[config.mk]
export PLATFORM = sky130hd
export DESIGN_NAME = hwloop_regs_flat
export DESIGN_NICKNAME = d
export VERILOG_FILES = /design/src/rtl/hwloop_regs_pkg.sv /design/src/rtl/hwloop_regs_if.sv /design/src/rtl/hwloop_regs_slot.sv /design/src/rtl/hwloop_regs.sv /design/src/flat_wrapper.sv
export SDC_FILE = /design/constraint.sdc
export NUM_CORES = 1
export LEC_CHECK = 0
export BUFFER_PORTS_ARGS = -buffer_cell sky130_fd_sc_hd__buf_2
export CAP_MARGIN = 20
export CORE_MARGIN = 2
export CORE_UTILIZATION = 45
export CTS_BUF_LIST = sky130_fd_sc_hd__clkbuf_8
export CTS_CLUSTER_SIZE = 20
export DETAILED_ROUTE_END_ITERATION = 7
export PLACE_DENSITY = 0.76
export RECOVER_POWER = 50
export SLEW_MARGIN = 10
export SYNTH_ARGS = -nofsm -noshare
export SYNTH_HDL_FRONTEND = slang
export SYNTH_SLANG_ARGS = --single-unit
[constraint.sdc]
create_clock -name clk -period 3.1 [get_ports clk]
set_input_delay 0.465 -clock clk [delete_from_list [all_inputs] [get_ports clk]]
set_output_delay 0.465 -clock clk [all_outputs]
set_load 0.05 [all_outputs]
[src/rtl/hwloop_regs_pkg.sv]
// Shared constants and types for the hardware-loop register file.
// Optional macro HWLP_ALIGN_EN (see hwloop_slot) forces stored addresses halfword-aligned.
package hwloop_pkg;
   localparam int DATA_W     = 32;
   localparam int N_REGS     = 2;
   localparam int N_REG_BITS = (N_REGS > 1) ? $clog2(N_REGS) : 1;

   localparam int WE_START = 0;
   localparam int WE_END   = 1;
   localparam int WE_CNT   = 2;

   typedef logic [DATA_W-1:0] hwlp_addr_t;
endpackage

[src/rtl/hwloop_regs_if.sv]
// Bus between the ID stage / loop controller (master) and the loop register file (slave).
// Inputs are sampled on the rising clock edge; outputs come straight from registers.
interface hwloop_regs_if
   import hwloop_pkg::*;
();
   hwlp_addr_t                    hwlp_start_data_i;
   hwlp_addr_t                    hwlp_end_data_i;
   hwlp_addr_t                    hwlp_cnt_data_i;
   logic [2:0]                    hwlp_we_i;
   logic [N_REG_BITS-1:0]         hwlp_regid_i;
   logic                          valid_i;
   logic [N_REGS-1:0]             hwlp_dec_cnt_i;
   logic [N_REGS*DATA_W-1:0]      hwlp_start_addr_o;
   logic [N_REGS*DATA_W-1:0]      hwlp_end_addr_o;
   logic [N_REGS*DATA_W-1:0]      hwlp_counter_o;

   modport master (
      output hwlp_start_data_i, hwlp_end_data_i, hwlp_cnt_data_i, hwlp_we_i,
             hwlp_regid_i, valid_i, hwlp_dec_cnt_i,
      input  hwlp_start_addr_o, hwlp_end_addr_o, hwlp_counter_o
   );

   modport slave (
      input  hwlp_start_data_i, hwlp_end_data_i, hwlp_cnt_data_i, hwlp_we_i,
             hwlp_regid_i, valid_i, hwlp_dec_cnt_i,
      output hwlp_start_addr_o, hwlp_end_addr_o, hwlp_counter_o
   );
endinterface

[src/rtl/hwloop_regs_slot.sv]
// One hardware loop's start/end/count registers. With HWLP_ALIGN_EN defined,
// start/end writes clear bit 0; counter writes are always stored verbatim.
module hwloop_slot
   import hwloop_pkg::*;
(
   input  logic       clk,
   input  logic       rst,
   input  logic       sel,
   input  logic [2:0] we,
   input  hwlp_addr_t start_data,
   input  hwlp_addr_t end_data,
   input  hwlp_addr_t cnt_data,
   input  logic       dec,
   input  logic       valid,
   output hwlp_addr_t start_q,
   output hwlp_addr_t end_q,
   output hwlp_addr_t cnt_q
);
`ifdef HWLP_ALIGN_EN
   localparam hwlp_addr_t ADDR_MASK = ~hwlp_addr_t'(1);
`else
   localparam hwlp_addr_t ADDR_MASK = '1;
`endif

   always_ff @(posedge clk) begin
      if (rst) begin
         start_q <= '0;
         end_q   <= '0;
         cnt_q   <= '0;
      end else begin
         if (sel && we[WE_START]) start_q <= start_data & ADDR_MASK;
         if (sel && we[WE_END])   end_q   <= end_data & ADDR_MASK;
         // A counter write on this loop wins over a same-cycle decrement.
         if (sel && we[WE_CNT])  cnt_q <= cnt_data;
         else if (dec && valid)  cnt_q <= cnt_q - hwlp_addr_t'(1);
      end
   end
endmodule

[src/rtl/hwloop_regs.sv]
// Hardware-loop register file: N_REGS slots with packed start/end/counter outputs.
// Build option HWLP_ALIGN_EN halfword-aligns stored start/end addresses.
module hwloop_regs
   import hwloop_pkg::*;
(
   input  logic          clk,
   input  logic          rst,
   hwloop_regs_if.slave  bus
);
   for (genvar i = 0; i < N_REGS; i++) begin : g_slot
      logic       sel;
      hwlp_addr_t start_q;
      hwlp_addr_t end_q;
      hwlp_addr_t cnt_q;

      // An out-of-range index matches no slot, so such writes are dropped.
      assign sel = (bus.hwlp_regid_i == N_REG_BITS'(i));

      hwloop_slot u_slot (
         .clk        (clk),
         .rst        (rst),
         .sel        (sel),
         .we         (bus.hwlp_we_i),
         .start_data (bus.hwlp_start_data_i),
         .end_data   (bus.hwlp_end_data_i),
         .cnt_data   (bus.hwlp_cnt_data_i),
         .dec        (bus.hwlp_dec_cnt_i[i]),
         .valid      (bus.valid_i),
         .start_q    (start_q),
         .end_q      (end_q),
         .cnt_q      (cnt_q)
      );

      assign bus.hwlp_start_addr_o[i*DATA_W +: DATA_W] = start_q;
      assign bus.hwlp_end_addr_o[i*DATA_W +: DATA_W]   = end_q;
      assign bus.hwlp_counter_o[i*DATA_W +: DATA_W]    = cnt_q;
   end
endmodule

[src/flat_wrapper.sv]
// flat-port wrapper written by rule: the top's interface ports become plain ports
module hwloop_regs_flat import hwloop_pkg::*;
  (clk, rst, bus_hwlp_start_data_i, bus_hwlp_end_data_i, bus_hwlp_cnt_data_i, bus_hwlp_we_i, bus_hwlp_regid_i, bus_valid_i, bus_hwlp_dec_cnt_i, bus_hwlp_start_addr_o, bus_hwlp_end_addr_o, bus_hwlp_counter_o);
  hwloop_regs_if bus_i ();
  input  logic clk;
  input  logic rst;
  input wire logic [$bits(bus_i.hwlp_start_data_i)-1:0] bus_hwlp_start_data_i;
  input wire logic [$bits(bus_i.hwlp_end_data_i)-1:0] bus_hwlp_end_data_i;
  input wire logic [$bits(bus_i.hwlp_cnt_data_i)-1:0] bus_hwlp_cnt_data_i;
  input wire logic [$bits(bus_i.hwlp_we_i)-1:0] bus_hwlp_we_i;
  input wire logic [$bits(bus_i.hwlp_regid_i)-1:0] bus_hwlp_regid_i;
  input wire logic [$bits(bus_i.valid_i)-1:0] bus_valid_i;
  input wire logic [$bits(bus_i.hwlp_dec_cnt_i)-1:0] bus_hwlp_dec_cnt_i;
  output wire logic [$bits(bus_i.hwlp_start_addr_o)-1:0] bus_hwlp_start_addr_o;
  output wire logic [$bits(bus_i.hwlp_end_addr_o)-1:0] bus_hwlp_end_addr_o;
  output wire logic [$bits(bus_i.hwlp_counter_o)-1:0] bus_hwlp_counter_o;
  assign bus_i.hwlp_start_data_i = bus_hwlp_start_data_i;
  assign bus_i.hwlp_end_data_i = bus_hwlp_end_data_i;
  assign bus_i.hwlp_cnt_data_i = bus_hwlp_cnt_data_i;
  assign bus_i.hwlp_we_i = bus_hwlp_we_i;
  assign bus_i.hwlp_regid_i = bus_hwlp_regid_i;
  assign bus_i.valid_i = bus_valid_i;
  assign bus_i.hwlp_dec_cnt_i = bus_hwlp_dec_cnt_i;
  assign bus_hwlp_start_addr_o = bus_i.hwlp_start_addr_o;
  assign bus_hwlp_end_addr_o = bus_i.hwlp_end_addr_o;
  assign bus_hwlp_counter_o = bus_i.hwlp_counter_o;
  hwloop_regs u_core (.clk(clk), .rst(rst), .bus(bus_i));
endmodule
# Word level (Yosys, flattened, before mapping)
# Index checks and enable logic that the tools add are counted.
[word_totals] reg_bits=192 input_bits=105
[classes] n_reduce_logical=10 mux=4 bitwise_logic=1 add_sub_neg=2
[op_table] op="two-way mux 32 bit" n=4
[op_table] op="subtractor 32 x 1 -> 32 bit, second input constant" n=2
[op_table] op="logical AND 1 bit" n=8
[op_table] op="nonzero test 2 bit" n=2
[op_table] op="NOT 1 bit" n=1

# Depth between registers and ports, before layout
[logic_depth] depth_word=3 ltp_mapped=8 mapped_depth_nobuf=6

# Cells and area by module
# Synthesis repeated with hierarchy kept, for this count alone.
[unflattened] cells_unflattened=981 hier_area_um2=7956.4
[modules_own_cells] module="hwloop_slot" cells_per_inst=490 area_per_inst_um2=3976.3 seq_area_each_um2=1921.8 instances=2
[modules_own_cells] module="hwloop_regs" cells_per_inst=1 area_per_inst_um2=3.8 seq_area_each_um2=0.0 instances=1

# Worst setup path before layout
# No wires, ideal clock.
[synth_path] path_type="register -> register" start="reg u_core.g_slot[1].u_slot.cnt_q[15]" end="reg u_core.g_slot[1].u_slot.cnt_q[27]" slack_ns=0.536 t_arrival_ns=2.473 required_ns=3.009 path_stages_with_launch=6 setup_ns=0.091 cell_sequence="dfxtp_1 or4_4 or4_4 buf_6 or4_1 a311oi_1"
[synth_via] elab_chain_len=3
[synth_rtl] element="start: declaration" line="hwloop_regs_slot.sv:17" rtl="output hwlp_addr_t cnt_q"
[synth_rtl] element="start signal: assignment" line="hwloop_regs_slot.sv:34" rtl="if (sel && we[WE_CNT]) cnt_q <= cnt_data;"
[synth_rtl] element="start signal: assignment" line="hwloop_regs_slot.sv:35" rtl="else if (dec && valid) cnt_q <= cnt_q - hwlp_addr_t'(1);"
[synth_rtl] element="subtractor 32 x 1 -> 32 bit" line="hwloop_regs_slot.sv:35"
[synth_rtl] element="two-way mux 32 bit" line="hwloop_regs_slot.sv:35"
[synth_rtl] element="two-way mux 32 bit" line="hwloop_regs_slot.sv:34"
# Every way passes these cells. The select of a mux whose other input is x is not followed.
# A chain may end at the register's enable or synchronous reset.

# Worst setup path after layout
[layout_path] start="reg u_core.g_slot[1].u_slot.cnt_q[2]" end="reg u_core.g_slot[1].u_slot.cnt_q[23]"
# Same word-level chain as after synthesis.

==> impl_metrics.tcl <==
set metrics [dict create \
    netlist.area_leader.share_pct 47.81 \
    worstSkewPairLatency_ns 0.48 \
    report.final.hold_viol_count 0 \
    r2r-end "u_core.g_slot[1].u_slot.cnt_q[23]" \
    p_sw_share_pct 37.28 \
    fp.coreArea_um2 17360 \
    die_x_um 137.7 \
    synth_area_um2 8039 \
    p_int_mw 3.590 \
    cp_num_cells 4 \
    cts-root-buf "clkbuf_8" \
    leakage_nw 4.059 \
    finalCriticalPeriod_ns 2.645 \
    syn_inst 1009 \
    multi_input_area_um2 3851 \
    drt_iter0_markers 584 \
    r2r_slack_ns 0.45 \
    syn2layout_area_growth_pct 23.72 \
    grt_overflow 0 \
    worst_slew_pin_slew_ns 1.550 \
    synth_cell_types 42 \
    yosysWarnings 0 \
    dp_hpwl_um 17610 \
    ctsHoldBuffers 0 \
    cts_resized 0 \
    setup_viol 0 \
    p_switching_mw 2.134 \
    antenna_found_initial 1 \
    fin_crit_sh_pct 85.34 \
    ios 297 \
    layout-drive-gt1-share_pct 23.74 \
    cts_sinks 192 \
    power_density_nw_per_um2 575.5 \
    crit_top_cell "or4_1" \
    maxCapViolCount 2 \
    grt_pass1_vias 6969 \
    post-place-cells 1465 \
    arrival_ns 3.03 \
    synthTopCellsByArea "dfxtp_1, nand2_1, a21oi_1, a311oi_1, clkbuf_1" \
    max-vdd-ir-drop_uv 362.4 \
    rsz0062_at_grt "false" \
    grt_use_total_pct 24.34 \
    dpl-instance-area_um2 9633 \
    drc 0 \
    cpMaxStageDelayCell "or4_1" \
    fin_area_um2 9946 \
    clock_skew_ns 0.01518 \
    vias 8220 \
    synth_area_per_cell_um2 7.967 \
    power_frac_comb_pct 23.1 \
    cp-start-kind "flop" \
    dieArea_um2 18950 \
    ys_ff_latch 192 \
    synth_top_area_cell "dfxtp_1" \
    r2r_start "u_core.g_slot[1].u_slot.cnt_q[2]" \
    slew_headroom_pct -3.346 \
    crit_family "simple AND/OR/NAND/NOR gates" \
    path_cells "or4_4 > or4_1 > or4_1 > a311oi_1" \
    start_util_pct 46.32 \
    cts_tree "built" \
    drv_slew 66 \
    synthFlopType "dfxtp_1" \
    worst-path-buf-inv 0 \
    grt_pass1_wl_um 36110 \
    numCtsBuffers 17 \
    crit_path_end "u_core.g_slot[1].u_slot.cnt_q[23]" \
    h-tree-depth 4 \
    power_frac_seq_pct 47.8 \
    ys_seq_area_share_pct 47.81 \
    path_max_fanout 13 \
    crit_type "flop to flop" \
    clkSlewWorstSetupHoldPaths_ns 0.12 \
    p_clk_share_pct 29.1 \
    required_ns 3.48 \
    async_flop_share_pct 0 \
    hp-class "input pin to flop" \
    firstDrtPassIters 5 \
    via_per_inst 5.484 \
    cts_setup_buffers 0 \
    numPortBuffers 296 \
    fin_setup_tns_ns 0 \
    drt-total-wl_um 24510 \
    reg2reg_depth 4 \
    startpoint "u_core.g_slot[1].u_slot.cnt_q[2]" \
    max_stage_delay_ns 0.75 \
    fin_nets 1366 \
    die_y_um 137.7 \
    critPathCaptureType "flop" \
    seq_area_um2 3844 \
    synth-edff-count 0 \
    gp_congestion 0.9011 \
    drt.antenna.violating_nets 0 \
    grt_max_degree 162 \
    outcome "finished, violations left" \
    synth_nets 1116 \
    rows 48 \
    cts_buffer_depth 2 \
    max_freq_ghz 0.3780 \
    fill_cells 1675 \
    violations "capacitance limit, slew limit" \
    fin_cells 1499 \
    wl_per_cell_um 16.35 \
]
==> cell usage in the layout (no fill, tap or decap), drive strengths merged, types with 4 or more instances in the layout <==
cell / n
a211oi: 21
or4: 36
or2: 8
a21oi: 133
xnor2: 12
xor2: 8
nand4: 10
dfxtp: 192
or3: 22
nor4: 17
nand2: 267
nor2b: 4
nor3: 9
a311oi: 40
o21ai: 13
o31ai: 24
inv: 12
clkinv: 5
nand3: 7
buf: 253
nor2: 71
nand2b: 5
clkbuf: 77
and2: 6
==> through the flow <==
step	hold WS (ns)	total power [mW]	setup WS (ns)	util (%)
CTS	0.1962	5.760	0.4852	57.88
global placement	0.4385	4.102	0.5458	55.50
detailed placement	0.4430	4.119	0.5121	55.50
finish	0.2114	5.724	0.4546	57.30
floorplan	0.5871	3.742	0.5358	-
global route	0.1849	5.954	0.3781	57.29
==> state kept, by name, indices dropped and copies added (netlist names) <==
register                      flops
u_core.g_slot.u_slot.cnt_q       64
u_core.g_slot.u_slot.end_q       64
u_core.g_slot.u_slot.start_q     64
==> final cells by class <==
class                           instances  area share (%)
Clock inverter                         14           1.661
Multi-Input combinational cell        731           38.72
Tap cell                              225           2.831
Clock buffer                           18           2.491
Timing Repair Buffer                  312           15.41
Inverter                                5          0.1887
Sequential cell                       192           38.65
Antenna cell                            2         0.05032
==> worst min-delay path by stage <==
stage	startpoint	depth (start not counted)	to	slack [ns]
after floorplan	bus_hwlp_cnt_data_i[22]	2	u_core.g_slot[0].u_slot.cnt_q[22]	0.59
after CTS	bus_hwlp_end_data_i[14]	3	u_core.g_slot[1].u_slot.end_q[14]	0.20
after global placement	u_core.g_slot[0].u_slot.start_q[9]	2	u_core.g_slot[0].u_slot.start_q[9]	0.44
final	bus_hwlp_end_data_i[14]	3	u_core.g_slot[1].u_slot.end_q[14]	0.21
after detailed placement	u_core.g_slot[0].u_slot.end_q[13]	2	u_core.g_slot[0].u_slot.end_q[13]	0.44
after global routing	bus_hwlp_end_data_i[16]	3	u_core.g_slot[0].u_slot.end_q[16]	0.18
==> worst min-delay path, stage by stage <==
cell	delay (ns)
buf_2	0.10
nand2_1	0.05
a21oi_1	0.05
==> metal layers <==
metal | part of all wire (%) | global-route usage (%)
met1 | 42 | 31.08
met4 | 1.8 | 7.274
met2 | 48 | 39.91
met3 | 7.7 | 6.954
met5 | 0 | 0
==> cell families (layout without fill, tap and decap cells) <==
family | count (synthesis) | count (layout) | synth area share (%)
compound gates | 235 | 235 | 18.10
xor+xnor | 20 | 20 | 2.179
fa+ha+maj | 2 | 2 | 0.3112
buf+inv | 86 | 349 | 4.342
flops | 192 | 192 | 47.81
other cells | 0 | 2 | 0
simple gates | 474 | 474 | 27.25
==> power by group through the flow <==
stage / Clock, mW / Combinational [mW] / Sequential, mW
after detailed placement: 0 / 1.33 / 2.79
after CTS: 1.69 / 1.33 / 2.73
final: 1.66 / 1.32 / 2.74
after global placement: 0 / 1.32 / 2.78
after global routing: 1.78 / 1.41 / 2.76
after floorplan: 0 / 0.474 / 3.27
==> Yosys cell counts, types with 5 or more instances <==
| library cell | instances |
|---|---|
| xor2_1 | 8 |
| nor2_1 | 71 |
| and2_1 | 6 |
| or2_2 | 8 |
| o31ai_1 | 24 |
| dfxtp_1 | 192 |
| nand3_1 | 7 |
| a311oi_1 | 40 |
| nor3_1 | 9 |
| inv_1 | 5 |
| nand2b_1 | 5 |
| nand4_1 | 10 |
| or4_1 | 32 |
| xnor2_1 | 12 |
| nor4_1 | 17 |
| o21ai_0 | 13 |
| clkbuf_1 | 74 |
| a21oi_1 | 133 |
| nand2_1 | 267 |
| a211oi_1 | 21 |
| or3_1 | 20 |
No activity file was read; power rests on OpenSTA's default activity.
